==> config.mk <==
export PLATFORM = sky130hd
export DESIGN_NAME = stream_unpacker
export DESIGN_NICKNAME = d
export VERILOG_FILES = /design/src/rtl/stream_unpacker.sv
export SDC_FILE = /design/constraint.sdc
export NUM_CORES = 1
export LEC_CHECK = 0
export ABC_AREA = 1
export CAP_MARGIN = 20
export CORE_MARGIN = 1
export CORE_UTILIZATION = 50
export DETAILED_ROUTE_END_ITERATION = 6
export DONT_BUFFER_PORTS = 1
export SLEW_MARGIN = 10
export SYNTH_ARGS = -nofsm -noshare
export SYNTH_HDL_FRONTEND = slang
export SYNTH_SLANG_ARGS = --single-unit
export TNS_END_PERCENT = 1
==> constraint.sdc <==
create_clock -name clk -period 27.6 [get_ports clk]
set_input_delay 4.14 -clock clk [delete_from_list [all_inputs] [get_ports clk]]
set_output_delay 4.14 -clock clk [all_outputs]
set_load 0.05 [all_outputs]
==> src/rtl/stream_unpacker.sv <==
// Reassembles a tagged, channel-interleaved 16-bit word stream read from a
// normal-mode FIFO into parallel per-channel sample sets with a valid/ready output.
module stream_unpacker #(
  parameter logic [15:0] TAG_WORD = 16'h4000,
  parameter int unsigned CNT_W    = 16
) (
  input  logic             clk,
  input  logic             reset,
  input  logic             enable,
  input  logic [3:0]       channels,
  input  logic             clear_status,
  input  logic             fifo_empty,
  input  logic [15:0]      fifo_q,
  output logic             fifo_rdreq,
  output logic [15:0]      dout0,
  output logic [15:0]      dout1,
  output logic [15:0]      dout2,
  output logic [15:0]      dout3,
  output logic [15:0]      dout4,
  output logic [15:0]      dout5,
  output logic [15:0]      dout6,
  output logic [15:0]      dout7,
  output logic             out_valid,
  input  logic             out_ready,
  output logic             gate_start,
  output logic             sync_error,
  output logic [CNT_W-1:0] set_count
);

  localparam int unsigned W   = 16;
  localparam int unsigned NCH = 8;

  typedef enum logic {HUNT, RUN} state_t;

  state_t           state, state_nxt;
  logic [2:0]       idx, idx_nxt;
  logic [3:0]       nch, nch_nxt;
  logic             pend, pend_nxt;
  logic             in_flight;
  logic [W-1:0]     shadow [NCH];
  logic [W-1:0]     shadow_nxt [NCH];
  logic [W-1:0]     dout_r [NCH];
  logic [W-1:0]     dout_nxt [NCH];
  logic             out_valid_nxt, gate_start_nxt, sync_error_nxt;
  logic [CNT_W-1:0] set_count_nxt;
  logic [3:0]       ch_clamped;
  logic             is_tag, last, complete;

  // Channel count latched on a HUNT tag: 0 behaves as 1, anything above 8 as 8.
  always_comb begin
    if (channels == 4'd0)      ch_clamped = 4'd1;
    else if (channels > 4'd8)  ch_clamped = 4'd8;
    else                       ch_clamped = channels;
  end

  assign is_tag   = (fifo_q == TAG_WORD);
  assign last     = ({1'b0, idx} == (nch - 4'd1));
  assign complete = in_flight && (state == RUN) && !((idx == 3'd0) && is_tag) && last;

  // Holding off the read while the returning word closes a set keeps the output slot free.
  assign fifo_rdreq = !reset && enable && !fifo_empty && !(out_valid && !out_ready) && !complete;

  always_comb begin
    state_nxt      = state;
    idx_nxt        = idx;
    nch_nxt        = nch;
    pend_nxt       = pend;
    shadow_nxt     = shadow;
    dout_nxt       = dout_r;
    out_valid_nxt  = out_valid;
    gate_start_nxt = gate_start;
    sync_error_nxt = sync_error;
    set_count_nxt  = set_count;

    if (out_valid && out_ready) out_valid_nxt = 1'b0;
    if (clear_status)           sync_error_nxt = 1'b0;

    case (state)
      HUNT: begin
        if (in_flight && is_tag && enable) begin
          state_nxt = RUN;
          nch_nxt   = ch_clamped;
          idx_nxt   = 3'd0;
          pend_nxt  = 1'b1;
        end
      end
      RUN: begin
        if (in_flight) begin
          if ((idx == 3'd0) && is_tag) begin
            pend_nxt = 1'b1;
          end else begin
            shadow_nxt[idx] = fifo_q;
            if (last) begin
              for (int i = 0; i < NCH; i++)
                dout_nxt[i] = (4'(i) < nch) ? shadow[i] : '0;
              dout_nxt[idx]  = fifo_q;
              out_valid_nxt  = 1'b1;
              gate_start_nxt = pend;
              pend_nxt       = 1'b0;
              idx_nxt        = 3'd0;
              set_count_nxt  = set_count + CNT_W'(1);
            end else begin
              idx_nxt = idx + 3'd1;
            end
          end
        end
        // Dropping enable mid-set throws the partial set away and flags it.
        if (!enable) begin
          state_nxt = HUNT;
          if (idx_nxt != 3'd0) sync_error_nxt = 1'b1;
          idx_nxt  = 3'd0;
          pend_nxt = 1'b0;
        end
      end
      default: state_nxt = HUNT;
    endcase
  end

  always_ff @(posedge clk or posedge reset) begin
    if (reset) begin
      state      <= HUNT;
      idx        <= 3'd0;
      nch        <= 4'd1;
      pend       <= 1'b0;
      in_flight  <= 1'b0;
      shadow     <= '{default: '0};
      dout_r     <= '{default: '0};
      out_valid  <= 1'b0;
      gate_start <= 1'b0;
      sync_error <= 1'b0;
      set_count  <= '0;
    end else begin
      state      <= state_nxt;
      idx        <= idx_nxt;
      nch        <= nch_nxt;
      pend       <= pend_nxt;
      in_flight  <= fifo_rdreq;
      shadow     <= shadow_nxt;
      dout_r     <= dout_nxt;
      out_valid  <= out_valid_nxt;
      gate_start <= gate_start_nxt;
      sync_error <= sync_error_nxt;
      set_count  <= set_count_nxt;
    end
  end

  assign dout0 = dout_r[0];
  assign dout1 = dout_r[1];
  assign dout2 = dout_r[2];
  assign dout3 = dout_r[3];
  assign dout4 = dout_r[4];
  assign dout5 = dout_r[5];
  assign dout6 = dout_r[6];
  assign dout7 = dout_r[7];

endmodule

==> out/qor.csv, run 1 <==
stage,metric,value,unit
outcome,run_status,"finished, final reports clean",
clock_tree,holdBufCountCts,0,
clock_tree,cts_resized,0,
worst_setup_path,timing.critical_path.buf_inv,1,
grt,grt_overflow_total,0,
timing,clock_skew,0.02031,ns
worst_setup_path,cp_cell_sequence,nor2_1 > nand2_1 > nor2_1 > nand3_1 > nand2_2 > inv_4 > nand2_8 > o21ai_0 > nor3_2,
logic_synthesis,synth_edf_count,0,
finish,proportion_of_layout_cells_with_a_drive_suffix_above_1,0.06531,
grt,first_global_vias,9426,
logic_synthesis,ys_dominant_reg_cell,dfrtp_1,
pwr,power.combinational.fraction,0.021,
worst_setup_path,path_delay_family,simple AND/OR/NAND/NOR gates,
pwr,power.density_cell_area,63.33,mW/mm2
pwr,vdd_ir_drop_max,0.00004319,V
worst_setup_path,cp_slowest_cell,nor3_2,
floorplanning,start_util,0.5114,
pwr,internal_power,0.6774,mW
timing,tightestPinTransition,0.9976,ns
worst_setup_path,timing.critical_path.to_type,primary output,
floorplanning,chipWidth,160.2,um
place,place_area,0.01250,mm2
grt,grt_first_pass_wirelength,60330,um
timing,slew_viol_final,0,
grt,groute.usage.overall,0.3139,
detailed_routing,avgRoutedWirePerCell,23.46,um
finish,design_area,0.01359,mm2
timing,report.final.hold_viol_count,0,
floorplanning,row_count,57,
clock_tree,clk_latency,0.56,ns
logic_synthesis,synthesized_area,0.01251,mm2
finish,flow.area_growth_from_synthesis,8.601,%
worst_setup_path,critPathArrivalTime,5.73,ns
timing,report.final.setup_viol,0,
detailed_routing,drt_wl_total,39950,um
clock_tree,clkSinkCount,285,
place,placement.io_buffers,0,
timing,final.setup.tns,0,ns
worst_setup_path,criticalPathCategory,input port to primary output,
logic_synthesis,yosysWarningCount,0,
worst_setup_path,crit_path_frequent_cell,nor2_1,
pwr,swShare,0.2127,
detailed_routing,num_vias,10030,
detailed_routing,detail_route.iter0.violations,1068,
logic_synthesis,synthesis.instances,1410,
clock_tree,clk_root_buffer_cell,clkbuf_16,
pwr,power_frac_seq,0.486,
finish,multi_input_comb_area,0.004582,mm2
finish,fill_cells,2268,
finish,ff_latch_area,0.007133,mm2
floorplanning,dieHeight,160.2,um
grt,grt_start_max_net_pins,141,
place,dpl.hpwl,26840,um
timing,minimum_clock_period,9.870,ns
clock_tree,cts_buffer_depth,3,
pwr,share_of_power_burned_in_the_clock_network,0.493,
logic_synthesis,ys_seq_area_frac,0.5702,
worst_setup_path,regToRegSetupSlack,24.39,ns
detailed_routing,detail_route.drc_violations,0,
clock_tree,cts_tree,built,
worst_setup_path,timing.critical_path.fanout_max,17,
pwr,net-switching-power,0.1831,mW
logic_synthesis,ys_ff_latch,285,
clock_tree,cts-htree-levels,1,
run,maxCapViolations,0,
worst_setup_path,cpPeakStageDelay,0.69,ns
timing,unrepaired_setup_endpoints_after_global_routing,false,
timing,slew_headroom,0.3331,
detailed_routing,antenna_violating_nets_post_route,0,
detailed_routing,first_pass_iters,5,
grt,antenna_violations_before_repair,2,
timing,maxClockFrequency,101.3,MHz
hold_path,min_path_type,flop to flop,
logic_synthesis,yosysUniqueCellTypes,31,
logic_synthesis,synthArstFlopShare,1.000,
floorplanning,core_area,0.02446,mm2
detailed_routing,drt-vias-per-instance,5.890,
worst_setup_path,data_required_critical_path,23.46,ns
clock_tree,post_cts_buffers,0,
finish,final_net_count,1388,
logic_synthesis,postSynthAreaPerCell,8.873,um2
place,globalplace.congestion,0.9269,
pwr,p_leak,5.968,nW
worst_setup_path,critical_path.startpoint_type,input port,
floorplanning,die_area,0.02566,mm2
clock_tree,clkTransAtPathRegs,0.06,ns
floorplanning,num_io_pins,174,
timing,finalCritPeriodShare,0.3576,
clock_tree,tritoncts.num_buffers,29,
logic_synthesis,syn_nets,1442,
[power by group through the flow]
stage / Combinational (mW) / Clock [mW] / Sequential (mW)
global placement: 0.0185 / 0 / 0.426
CTS: 0.0185 / 0.431 / 0.418
global route: 0.0198 / 0.447 / 0.418
detailed placement: 0.0185 / 0 / 0.426
floorplan: 0.0126 / 0 / 0.426
finish: 0.0179 / 0.425 / 0.418
[through the flow]
step | power (mW) | cells | setup slack (ns) | hold slack, ns | util
6_report | 0.8604 | 1703 | 17.73 | 0.4855 | 0.5554
5_1_grt | 0.8844 | 1702 | 17.61 | 0.5026 | 0.5553
4_1_cts | 0.8670 | 1699 | 17.73 | 0.4891 | 0.5533
3_5_place_dp | 0.4442 | 1646 | 17.73 | 0.4735 | 0.5108
3_3_place_gp | 0.4442 | 1646 | 17.77 | 0.4658 | 0.5108
2_1_floorplan | 0.4384 | 1410 | 11.97 | 0.4537 | -
[flip-flops by register name (all words and copies together) (netlist names)]
| signal | cells |
|---|---|
| gate_start | 1 |
| idx | 3 |
| dout5 | 16 |
| sync_error | 1 |
| dout3 | 16 |
| dout7 | 16 |
| dout2 | 16 |
| dout0 | 16 |
| dout1 | 16 |
| set_count | 16 |
| shadow | 128 |
| out_valid | 1 |
| nch | 4 |
| dout6 | 16 |
| in_flight | 1 |
| pend | 1 |
| state | 1 |
| dout4 | 16 |
[tightest hold or removal path, cell delays in order, from the launching register on]
cell	delay, ns
dfrtp_1	0.34
nand2_1	0.05
o21ai_0	0.06
[area by class of cell]
type | count | share of cell area
clock buffer | 40 | 0.06161
sequential | 285 | 0.5250
clock inverter | 13 | 0.01483
tap | 324 | 0.02984
inverter | 60 | 0.01842
multi-input combinational | 962 | 0.3372
antenna | 1 | 0.0001842
timing repair buffer | 18 | 0.01289
[cells in the final DEF, fill, tap and decap left out, drive strengths merged, types with 5 or more instances in the layout]
master and instances:
nand2 303, dfrtp 284, nand3 176, nor2 159, o21ai 147, a31oi 128, inv 61, clkbuf 40
buf 18, nor3 13, xor2 10, ha 6, xnor2 5, o22ai 5, bufinv 5
[logic make-up after synthesis]
kind of cell	share of synthesized area
simple gates	0.2222
flops	0.5702
compound gates	0.1269
buf+inv	0.06421
xor+xnor	0.01050
fa+ha+maj	0.006000
[per-layer routing]
layer	track usage	vias up	share of wire
met4	0.1100	0	0.033
li1	-	4651	-
met3	0.07584	68	0.092
met1	0.4451	4874	0.42
met5	0	-	0
met2	0.4711	438	0.45
[worst paths after layout]
path | startpoint | endpoint | depth (start not counted)
worst max-delay path | fifo_q[6] | fifo_rdreq | 9
min in group asynchronous | reset | dout5[5]$_DFFE_PP0P_ | 1
worst min register to register | shadow[118]$_DFFE_PP0P_ | shadow[118]$_DFFE_PP0P_ | 2
worst min-delay path | shadow[118]$_DFFE_PP0P_ | shadow[118]$_DFFE_PP0P_ | 2
max in group asynchronous | reset | shadow[115]$_DFFE_PP0P_ | 2
worst max register to register | nch[0]$_DFFE_PP1P_ | dout4[3]$_DFFE_PP0P_ | 12
[synthesized netlist by cell type, types with 3 or more instances]
library cell	number	area, um2
nor2_1	158	593.1
buf_6	11	123.9
inv_2	5	18.77
ha_1	6	75.07
a31oi_1	128	800.8
inv_1	51	191.4
clkbuf_1	41	153.9
buf_2	45	225.2
xor2_1	10	87.58
o21ai_1	9	45.04
xnor2_1	5	43.79
nand3_1	175	875.8
dfrtp_1	284	7107
nor3_1	7	35.03
a21oi_1	4	20.02
buf_4	5	37.54
o21ai_0	138	690.7
nor3_2	6	60.06
nand2_1	301	1130
nand4_1	4	25.02
inv_6	3	26.28
o22ai_1	5	31.28
No activity file was read; power rests on OpenSTA's default activity.
==> run 2: changes to the inputs <==
- clock period: 27.6 -> 9.9 ns (I/O delays scaled with it)
==> run 2 against run 1 <==
Effect of this change:
- count of clock-buffer cells in the layout increased by 2
- cell area decreased by 0.41%
- wire length decreased by 0.26%
- largest cell class unchanged
==> out/qor.csv, run 2 (same netlist as run 1, synthesis figures left out) <==
stage,metric,value,unit,change
outcome,run_status,"finished, final reports clean",,
detailed_routing,first_pass_iters,6,,+1
finish,leading_cell_types_in_the_layout_fill_and_taps_excluded,"nand2_1 (301), dfrtp_1 (284), nand3_1 (175)",,
finish,proportion_of_layout_cells_with_a_drive_suffix_above_1,0.06585,,+0.0005346
finish,layout_commonest_cell,nand2_1,,
floorplanning,die_area,0.02566,mm2,unchanged
grt,grt_use_met2,0.4628,,-0.008300
place,dp_slack,5.317,ns,-12.41 ns
finish,ff_latch_area,0.007133,mm2,unchanged
pwr,p_leak,5.951,nW,-0.28%
grt,antenna_violations_before_repair,3,,+1
clock_tree,cts_buffer_depth,3,,unchanged
floorplanning,dieHeight,160.2,um,unchanged
clock_tree,clkSinkCount,285,,unchanged
worst_setup_path,timing.critical_path.fanout_max,17,,unchanged
finish,fill_cells,2277,,+0.40%
timing,tightestPinTransition,1.053,ns,+0.05545 ns
worst_setup_path,worstSetupStartpoint,fifo_q[15],,
place,dpl.hpwl,27200,um,+1.3%
worst_setup_path,critical_path.startpoint_type,input port,,
place,place_area,0.01249,mm2,about the same
clock_tree,cts_tree,built,,
worst_setup_path,timing.critical_path.to_type,primary output,,
worst_setup_path,worstReg2RegStart,nch[0]$_DFFE_PP1P_,,
floorplanning,core_area,0.02446,mm2,unchanged
worst_setup_path,cp_slowest_cell,nor3_2,,
detailed_routing,drt_wl_total,39840,um,-0.26%
timing,final.setup.tns,0,ns,unchanged
grt,global_route.usage.met1,0.4532,,+0.008066
detailed_routing,detail_route.drc_violations,0,,unchanged
finish,utilization,0.5532,,-0.002250
finish,largest_register_ff_count,128,,unchanged
detailed_routing,drt-vias-per-instance,5.914,,+0.40%
detailed_routing,num_vias,10110,,+0.82%
grt,use_met3,0.06779,,-0.008052
grt,groute.usage.overall,0.3132,,-0.0006775
grt,grt_start_max_net_pins,104,,-26%
finish,top_register_by_number_of_flip_flops,shadow,,
hold_path,hold_path.startpoint,shadow[17]$_DFFE_PP0P_,,
worst_setup_path,data_required_critical_path,8.42,ns,-15.04 ns
detailed_routing,avgRoutedWirePerCell,23.30,um,-0.66%
detailed_routing,detail_route.iter0.violations,1135,,+6.3%
worst_setup_path,cpPeakStageDelay,0.70,ns,about the same
timing,slew_headroom,0.2941,,-0.03893
grt,grt-busiest-layer,met2,,
pwr,vdd_ir_drop_max,0.0001190,V,+180%
timing,report.final.setup_viol,0,,unchanged
timing,minimum_clock_period,4.613,ns,
floorplanning,start_util,0.5114,,unchanged
finish,design_area,0.01353,mm2,-0.41%
hold_path,min_path_type,flop to flop,,
run,maxCapViolations,0,,unchanged
grt,first_global_vias,9482,,+0.59%
clock_tree,holdBufCountCts,0,,unchanged
finish,final_net_count,1390,,+0.14%
grt,grt_first_pass_wirelength,60290,um,about the same
worst_setup_path,criticalPathCategory,input port to primary output,,
timing,clock_skew,0.01492,ns,-0.005392 ns
timing,slew_viol_final,0,,unchanged
place,placement.io_buffers,0,,unchanged
worst_setup_path,timing.critical_path.buf_inv,2,,+1
timing,maxClockFrequency,216.8,MHz,
timing,unrepaired_setup_endpoints_after_global_routing,false,,
grt,grt_overflow_total,0,,unchanged
floorplanning,num_io_pins,174,,unchanged
place,globalplace.congestion,0.9637,,+4.0%
pwr,power.density_cell_area,174.8,mW/mm2,+180%
detailed_routing,antenna_violating_nets_post_route,0,,unchanged
timing,report.final.hold_viol_count,0,,unchanged
clock_tree,clk_root_buffer_cell,clkbuf_16,,
timing,finalCritPeriodShare,0.4659,,
clock_tree,post_cts_buffers,0,,unchanged
worst_setup_path,critPathArrivalTime,3.13,ns,-2.60 ns
finish,flow.area_growth_from_synthesis,8.161,%,
worst_setup_path,cp_cell_sequence,inv_2 > nand4_1 > nor2_1 > nand3_1 > nand2_2 > inv_4 > nand2_8 > o21ai_0 > nor3_2,,
clock_tree,clk_latency,0.55,ns,about the same
finish,multi_input_comb_area,0.004582,mm2,unchanged
floorplanning,chipWidth,160.2,um,unchanged
clock_tree,cts_resized,0,,unchanged
clock_tree,clkTransAtPathRegs,0.06,ns,about the same
clock_tree,cts-htree-levels,1,,unchanged
clock_tree,tritoncts.num_buffers,30,,+3.4%
worst_setup_path,path_delay_family,simple AND/OR/NAND/NOR gates,,
floorplanning,row_count,57,,unchanged
timing,final_critical_path_setup_slack,5.287,ns,-12.44 ns
[run 2: changes by cell type in the layout (fill, tap and decap cells not counted), sizes merged]
cell | before | now
clkinvlp | 3 | 2
clkinv | 4 | 9
inv | 61 | 60
clkbuf | 40 | 42
buf | 18 | 19
diode | 1 | 4
bufinv | 5 | 3
[run 2: cell type report]
type | count | share of cell area
Antenna cell | 4 | 0.0007397
Clock buffer | 42 | 0.06334
Inverter | 60 | 0.01822
Sequential cell | 285 | 0.5271
Tap cell | 324 | 0.02996
Timing Repair Buffer | 19 | 0.01082
Clock inverter | 14 | 0.01119
Multi-Input combinational cell | 962 | 0.3386
[run 2: worst reg2reg max path, delay by kind of cell, from the launching register on]
kind	cells	cell delay [ns]
buffers and inverters	4	1.52
flip-flops	1	0.57
adder cells (fa/ha/maj)	1	0.32
AND/OR/NAND/NOR	6	0.70
AO/OA/AOI/OAI	1	0.18
[run 2: final timing paths]
path	cells after the start	slack [ns]	to
setup / recovery	9	5.29	fifo_rdreq
hold / removal	2	0.48	shadow[17]$_DFFE_PP0P_
setup reg to reg	12	6.52	dout0[13]$_DFFE_PP0P_
hold reg to reg	2	0.48	shadow[17]$_DFFE_PP0P_
max in group asynchronous	3	7.04	dout0[2]$_DFFE_PP0P_
min in group asynchronous	1	0.91	dout5[11]$_DFFE_PP0P_
[run 2: power by group]
group / internal, mW / total (mW) / leakage (nW) / switching (mW)
logic: 0.00432 / 0.0511 / 1.52 / 0.0467
registers: 1.16 / 1.17 / 3.93 / 0.000355
clock network: 0.681 / 1.15 / 0.501 / 0.468
total: 1.85 / 2.37 / 5.95 / 0.515
[run 2: through the flow]
stage / std cells / total power, mW / hold slack (ns)
floorplan: 1410 / 1.223 / 0.4537
global placement: 1648 / 1.239 / 0.4658
detailed placement: 1648 / 1.239 / 0.4735
CTS: 1704 / 2.378 / 0.4885
global route: 1706 / 2.436 / 0.5027
finish: 1710 / 2.365 / 0.4848
[run 2: per-layer routing]
metal | share of wire | vias up
met5 | 0 | -
met4 | 0.033 | 0
met3 | 0.090 | 76
met2 | 0.44 | 430
met1 | 0.43 | 4941
li1 | - | 4666
